[src/rtl/seg7_scan_ctrl.sv]
// seg7_scan_ctrl: multiplexed 7-segment scan controller.
// Scans DIGITS common-anode digits, each slot lasting 2^DIV_BITS clocks.
// Display data is double buffered: a load request is latched and the shadow
// is only refreshed on the frame wrap, so a frame never shows mixed data.
// PWM brightness, per-digit blink and lamp test are applied live.
// Optional feature macro: SEG7_LEADING_ZERO_BLANK_EN blanks leading zero
// digits (the rightmost digit is never blanked).
module seg7_scan_ctrl #(
  parameter int DIGITS      = 8,
  parameter int DIV_BITS    = 11,
  parameter int BRIGHT_BITS = 3,
  parameter int BLINK_BITS  = 6
) (
  input  logic                       clk,
  input  logic                       rst_n,
  input  logic [4*DIGITS-1:0]        data,
  input  logic [DIGITS-1:0]          dp,
  input  logic                       load,
  output logic                       load_ack,
  input  logic [BRIGHT_BITS-1:0]     brightness,
  input  logic [DIGITS-1:0]          blink_mask,
  input  logic                       lamp_test,
  output logic [$clog2(DIGITS)-1:0]  which,
  output logic [DIGITS-1:0]          an,
  output logic [7:0]                 seg,
  output logic                       frame_start
);

  localparam int WB = $clog2(DIGITS);
  localparam logic [WB-1:0] LAST_DIG = WB'(DIGITS - 1);

  // Hex glyph table, segments {a,b,c,d,e,f,g}, active-low.
  function automatic logic [6:0] glyph(input logic [3:0] v);
    logic [6:0] g;
    case (v)
      4'h0:    g = 7'b0000001;
      4'h1:    g = 7'b1001111;
      4'h2:    g = 7'b0010010;
      4'h3:    g = 7'b0000110;
      4'h4:    g = 7'b1001100;
      4'h5:    g = 7'b0100100;
      4'h6:    g = 7'b0100000;
      4'h7:    g = 7'b0001111;
      4'h8:    g = 7'b0000000;
      4'h9:    g = 7'b0000100;
      4'hA:    g = 7'b0001000;
      4'hB:    g = 7'b1100000;
      4'hC:    g = 7'b0110001;
      4'hD:    g = 7'b1000010;
      4'hE:    g = 7'b0110000;
      default: g = 7'b0111000;
    endcase
    return g;
  endfunction

`ifdef SEG7_LEADING_ZERO_BLANK_EN
  // Blank mask indexed by digit number: zeros from digit 0 up to the first
  // non-zero nibble. The last digit is left out so an all-zero value still
  // shows a single "0".
  function automatic logic [DIGITS-1:0] lz_calc(input logic [4*DIGITS-1:0] d);
    logic [DIGITS-1:0] m;
    logic              seen;
    m    = '0;
    seen = 1'b0;
    for (int i = 0; i < DIGITS - 1; i++) begin
      if (!seen && (d[4*(DIGITS-1-i) +: 4] == 4'h0)) m[i] = 1'b1;
      else                                            seen = 1'b1;
    end
    return m;
  endfunction
`endif

  logic [DIV_BITS-1:0]   count_p0;
  logic [WB-1:0]         which_p0;
  logic [BLINK_BITS-1:0] frame_cnt;
  logic                  pending;
  logic [4*DIGITS-1:0]   shadow_data;
  logic [DIGITS-1:0]     shadow_dp;
`ifdef SEG7_LEADING_ZERO_BLANK_EN
  logic [DIGITS-1:0]     lz_mask;
`endif

  logic                  slot_end;
  logic                  wrap;
  logic                  capture;

  logic [3:0]            dig_nib;
  logic                  dig_dp;
  logic                  dig_blink;
  logic                  lz_blank;
  logic                  duty_on;
  logic                  blank;
  logic [DIGITS-1:0]     an_nxt;
  logic [7:0]            seg_nxt;
  logic [DIGITS-1:0]     an_p1;
  logic [7:0]            seg_p1;

  // Wrap is qualified by rst_n so no pulse escapes while reset is held.
  assign slot_end = &count_p0;
  assign wrap     = rst_n & slot_end & (which_p0 == LAST_DIG);
  assign capture  = wrap & (pending | load);

  // Scan timebase: free-running slot counter and digit index.
  always_ff @(posedge clk) begin
    if (!rst_n) begin
      count_p0 <= '0;
      which_p0 <= '0;
    end else begin
      count_p0 <= count_p0 + DIV_BITS'(1);
      if (slot_end)
        which_p0 <= (which_p0 == LAST_DIG) ? '0 : which_p0 + WB'(1);
    end
  end

  // Frame counter drives the blink phase; advances once per full scan.
  always_ff @(posedge clk) begin
    if (!rst_n)    frame_cnt <= '0;
    else if (wrap) frame_cnt <= frame_cnt + BLINK_BITS'(1);
  end

  // Load handshake: latch requests, refresh the shadow only at frame wrap.
  always_ff @(posedge clk) begin
    if (!rst_n) begin
      pending     <= 1'b0;
      shadow_data <= '0;
      shadow_dp   <= '0;
    end else begin
      if (wrap) pending <= 1'b0;
      else if (load) pending <= 1'b1;
      if (capture) begin
        shadow_data <= data;
        shadow_dp   <= dp;
      end
    end
  end

`ifdef SEG7_LEADING_ZERO_BLANK_EN
  // Leading-zero mask follows the shadow, recomputed from the captured data.
  always_ff @(posedge clk) begin
    if (!rst_n)       lz_mask <= lz_calc('0);
    else if (capture) lz_mask <= lz_calc(data);
  end
`endif

  // Digit select, enable and segment pattern for the current count/which.
  always_comb begin
    dig_nib   = 4'h0;
    dig_dp    = 1'b0;
    dig_blink = 1'b0;
    lz_blank  = 1'b0;
    for (int i = 0; i < DIGITS; i++) begin
      if (which_p0 == WB'(i)) begin
        dig_nib   = shadow_data[4*(DIGITS-1-i) +: 4];
        dig_dp    = shadow_dp[DIGITS-1-i];
        dig_blink = blink_mask[DIGITS-1-i];
`ifdef SEG7_LEADING_ZERO_BLANK_EN
        lz_blank  = lz_mask[i];
`endif
      end
    end
    duty_on = (count_p0[DIV_BITS-1 -: BRIGHT_BITS] <= brightness);
    blank   = dig_blink & frame_cnt[BLINK_BITS-1];
    an_nxt  = '1;
    seg_nxt = 8'hFF;
    if (lamp_test) begin
      an_nxt  = ~(DIGITS'(1) << which_p0);
      seg_nxt = 8'h00;
    end else if (duty_on && !blank && !slot_end) begin
      an_nxt  = ~(DIGITS'(1) << which_p0);
      seg_nxt = lz_blank ? {7'h7F, ~dig_dp} : {glyph(dig_nib), ~dig_dp};
    end
  end

  // Output stage: registered anode/segment drive, dark in reset.
  always_ff @(posedge clk) begin
    if (!rst_n) begin
      an_p1  <= '1;
      seg_p1 <= 8'hFF;
    end else begin
      an_p1  <= an_nxt;
      seg_p1 <= seg_nxt;
    end
  end

  assign an          = an_p1;
  assign seg         = seg_p1;
  assign which       = which_p0;
  assign load_ack    = capture;
  assign frame_start = wrap;

endmodule

[config.mk]
export PLATFORM = sky130hd
export DESIGN_NAME = seg7_scan_ctrl
export DESIGN_NICKNAME = d
export VERILOG_FILES = /design/src/rtl/seg7_scan_ctrl.sv
export SDC_FILE = /design/constraint.sdc
export NUM_CORES = 1
export LEC_CHECK = 0
export ABC_AREA = 1
export CAP_MARGIN = 15
export CORE_AREA = 2 2 89 91
export CTS_CLUSTER_SIZE = 25
export DETAILED_ROUTE_END_ITERATION = 7
export DIE_AREA = 0 0 91 93
export HOLD_SLACK_MARGIN = 0.02
export PLACE_DENSITY = 0.82
export SYNTH_ARGS = -nofsm -noshare
export SYNTH_HDL_FRONTEND = slang
export SYNTH_SLANG_ARGS = --single-unit
[constraint.sdc]
create_clock -name clk -period 2.8 [get_ports clk]
set_input_delay 0.56 -clock clk [delete_from_list [all_inputs] [get_ports clk]]
set_output_delay 0.56 -clock clk [all_outputs]
set_load 0.02 [all_outputs]
==> flow_summary_export.csv <==
group,metric,value,unit
cells_and_area,final_cell_mix,"148 x nand2_1, 75 x dfxtp_1, 72 x clkdlybuf4s50_1, 61 x inv_1, 40 x a21oi_1",
cells_and_area,layout_commonest_cell,"nand2_1",
cells_and_area,antenna_cells,0,
routing,drt_iter0_drc,186,
clock_tree,clockBufferDepth,2,
pwr,power_frac_comb,0.074,
global_routing,overflow,0,
cells_and_area,finalInstanceArea,4780,µm²
global_routing,grt_max_degree,42,
routing,drc,0,
routing,antenna_left,0,
sta,rsz0062_at_grt,"false",
logic_synthesis,muxShareOfSynthArea,0,
placed_design,dp.cells,692,
routing,drt_wl_total,9150,µm
setup_path,critPathArrivalTime,2.04,ns
sta,relSlewSlack,0.736,
placed_design,dp.final_hpwl,6700,µm
logic_synthesis,ys.flop_type,"dfxtp_1",
routing,vias,3581,
cells_and_area,multi_input_area,1840,µm²
global_routing,grt_pass1_vias,3381,
sta,fin_crit,2.60,ns
setup_path,path_cells,"ha_1, nand2_1, nor3_2, nand2_2, nor2_4, nand2_2, nor2_4, nand2_4, clkinv_2, nand3_4, inv_2, buf_4",
routing,wire_per_inst,12.9,µm
pwr,p_switching,492,µW
global_routing,grt_usage,0.228,
run,cap_violations,0,
setup_path,cp-end-kind,"output pin",
logic_synthesis,syn_area,3750,µm²
logic_synthesis,ys_ff_latch,77,
setup_path,required,2.24,ns
cells_and_area,syn_to_final_growth,27.4,%
logic_synthesis,synth-xor-area-share,0.00233,
logic_synthesis,synth_area_per_cell,7.17,µm²
logic_synthesis,synth_top_family_by_area,"simple AND/OR/NAND/NOR gates",
cells_and_area,drive_above_1_share,0.0875,
cells_and_area,instances_no_fill,708,
floorplan,io_pins,76,
placed_design,gp_congestion,0.940,
cells_and_area,fillers,702,
sta,period_share,0.930,
clock_tree,cts_max_level,3,
cells_and_area,ff_latch_area,1540,µm²
pwr,peakVddDrop,244,µV
pwr,p_int,1710,µW
logic_synthesis,syn_nets,595,
clock_tree,tritoncts,"done",
pwr,power.density,460,nW/µm²
logic_synthesis,yosysWarnings,0,
logic_synthesis,yosysUniqueCellTypes,34,
sta,finClkSkew,0.00732,ns
floorplan,die_h,93,µm
sta,hold_violations,0,
logic_synthesis,async_flop_share,0,
floorplan,dieArea,8460,µm²
pwr,power_leakage,0.00198,µW
clock_tree,cts_setup_buffers,0,
sta,drv_slew,0,
setup_path,worstSetupStartpointType,"flop",
clock_tree,clock_sinks,77,
floorplan,die_w,91,µm
clock_tree,clock_latency,0.36,ns
logic_synthesis,synth_compound_area_frac,0.151,
placed_design,place_area,4560,µm²
setup_path,crit_fanout,4,
hold_path,min_path_type,"reg -> reg",
status,outcome,"finished, final reports clean",
global_routing,antenna_found_initial,0,
logic_synthesis,synth-edff-count,0,
pwr,pwr-share-clk,0.420,
sta,hold_slack,0.460,ns
cells_and_area,fin_nets,673,
global_routing,grt_first_pass_wirelength,15200,µm
sta,setup_violations,0,
clock_tree,cts-root-buf,"clkbuf_8",
routing,dr.pass1.iters,5,
clock_tree,clkTransAtPathRegs,0.07,ns
floorplan,core_area,7530,µm²
sta,fmax,0.384,GHz
logic_synthesis,syn_inst,523,
logic_synthesis,synthSimpleGateAreaFrac,0.278,
setup_path,worstSetupPathType,"reg -> out",
logic_synthesis,ys_seq_area_frac,0.411,
setup_path,slowest_stage,"dfxtp_1",
floorplan,start_util,0.499,
logic_synthesis,synth_fa_ha_area_frac,0.0567,
routing,via_per_inst,5.06,
sta,setup_tns,0,ns
floorplan,fp-row-count,32,
sta,worstMarginPinSlew,0.395,ns
pwr,switching_share,0.223,
clock_tree,cts_buffers,9,
setup_path,max_stage_delay,0.36,ns
placed_design,io_buffers,75,
pwr,p_seq_frac,0.506,
==> power by group through the flow <==
stage / sequential (µW) / clock (µW) / combinational, µW
6_report: 1110 / 925 / 164
5_1_grt: 1110 / 986 / 179
4_1_cts: 1110 / 933 / 165
3_5_place_dp: 1140 / 0 / 164
3_3_place_gp: 1140 / 0 / 161
2_1_floorplan: 1150 / 0 / 45.6
==> through the flow <==
step | utilization | power (µW) | setup slack, ns
floorplan | - | 1190 | 0.444
global placement | 0.606 | 1300 | 0.138
detailed placement | 0.606 | 1300 | 0.0777
CTS | 0.635 | 2210 | 0.0183
global route | 0.635 | 2280 | 0.00141
finish | 0.635 | 2200 | 0.196
==> cells in the mapped netlist, types with 2 or more instances <==
master | n | area [µm²]
nor2_1 | 28 | 105
ha_1 | 17 | 213
nand2_4 | 3 | 33.8
clkbuf_1 | 6 | 22.5
clkinv_1 | 2 | 7.51
nor2_4 | 4 | 45.0
a21oi_1 | 40 | 200
o21ai_0 | 21 | 105
o21ai_1 | 39 | 195
nand3b_1 | 2 | 15.0
nand3_1 | 33 | 165
nand2_1 | 150 | 563
dfxtp_1 | 77 | 1540
nor3_1 | 6 | 30.0
o211ai_1 | 2 | 15.0
inv_2 | 4 | 15.0
buf_6 | 7 | 78.8
buf_4 | 2 | 15.0
nand2_2 | 5 | 31.3
inv_1 | 61 | 229
==> path summary, 6_finish.rpt <==
kind	from	endpoint	slack (ns)	depth (start not counted)
min reg2reg	count_p0[0]$_SDFF_PN0_	count_p0[0]$_SDFF_PN0_	0.46	1
max reg2reg	which[1]$_SDFFE_PN0P_	seg[6]$_SDFF_PN1_	0.31	16
max	count_p0[0]$_SDFF_PN0_	frame_start	0.20	12
min	count_p0[0]$_SDFF_PN0_	count_p0[0]$_SDFF_PN0_	0.46	1
==> repair_timing <==
action,CTS,global route
setup endpoints to repair,2,4
resized for setup,6,8
pin swaps,0,1
hold buffers,0,0
==> critical path, delay by kind of cell (launching register included) <==
kind                     cells  cell delay (ns)
adder cells (fa/ha/maj)      1             0.18
buffers and inverters        3             0.33
flip-flops                   1             0.36
AND/OR/NAND/NOR              8             0.81
==> area by class of cell <==
| class | count | area share |
|---|---|---|
| Clock buffer | 11 | 0.0275 |
| Clock inverter | 5 | 0.0175 |
| Inverter | 68 | 0.0536 |
| Multi-Input combinational cell | 362 | 0.384 |
| Sequential cell | 77 | 0.323 |
| Tap cell | 102 | 0.0267 |
| Timing Repair Buffer | 83 | 0.167 |
==> flip-flops by register name, summed over array words and instances (netlist names) <==
name	count
frame_cnt	6
pending	1
which	3
an	8
count_p0	11
shadow_data	32
seg	8
shadow_dp	8
==> per-layer routing <==
layer,track usage,up-vias,share of wire
li1,-,1824,-
met1,0.275,1623,0.43
met2,0.397,124,0.49
met3,0.0419,10,0.066
met4,0.101,0,0.018
met5,0,-,0
==> kinds of logic (layout without fill, tap and decap cells) <==
kind of cell,after synthesis,in the layout
XOR/XNOR,1,1
AO/OA/AOI/OAI,108,108
AND/OR/NAND/NOR,236,236
flip-flops,77,77
buffers and inverters,84,167
adder cells (fa/ha/maj),17,17
Power figures use the tool's default switching activity.
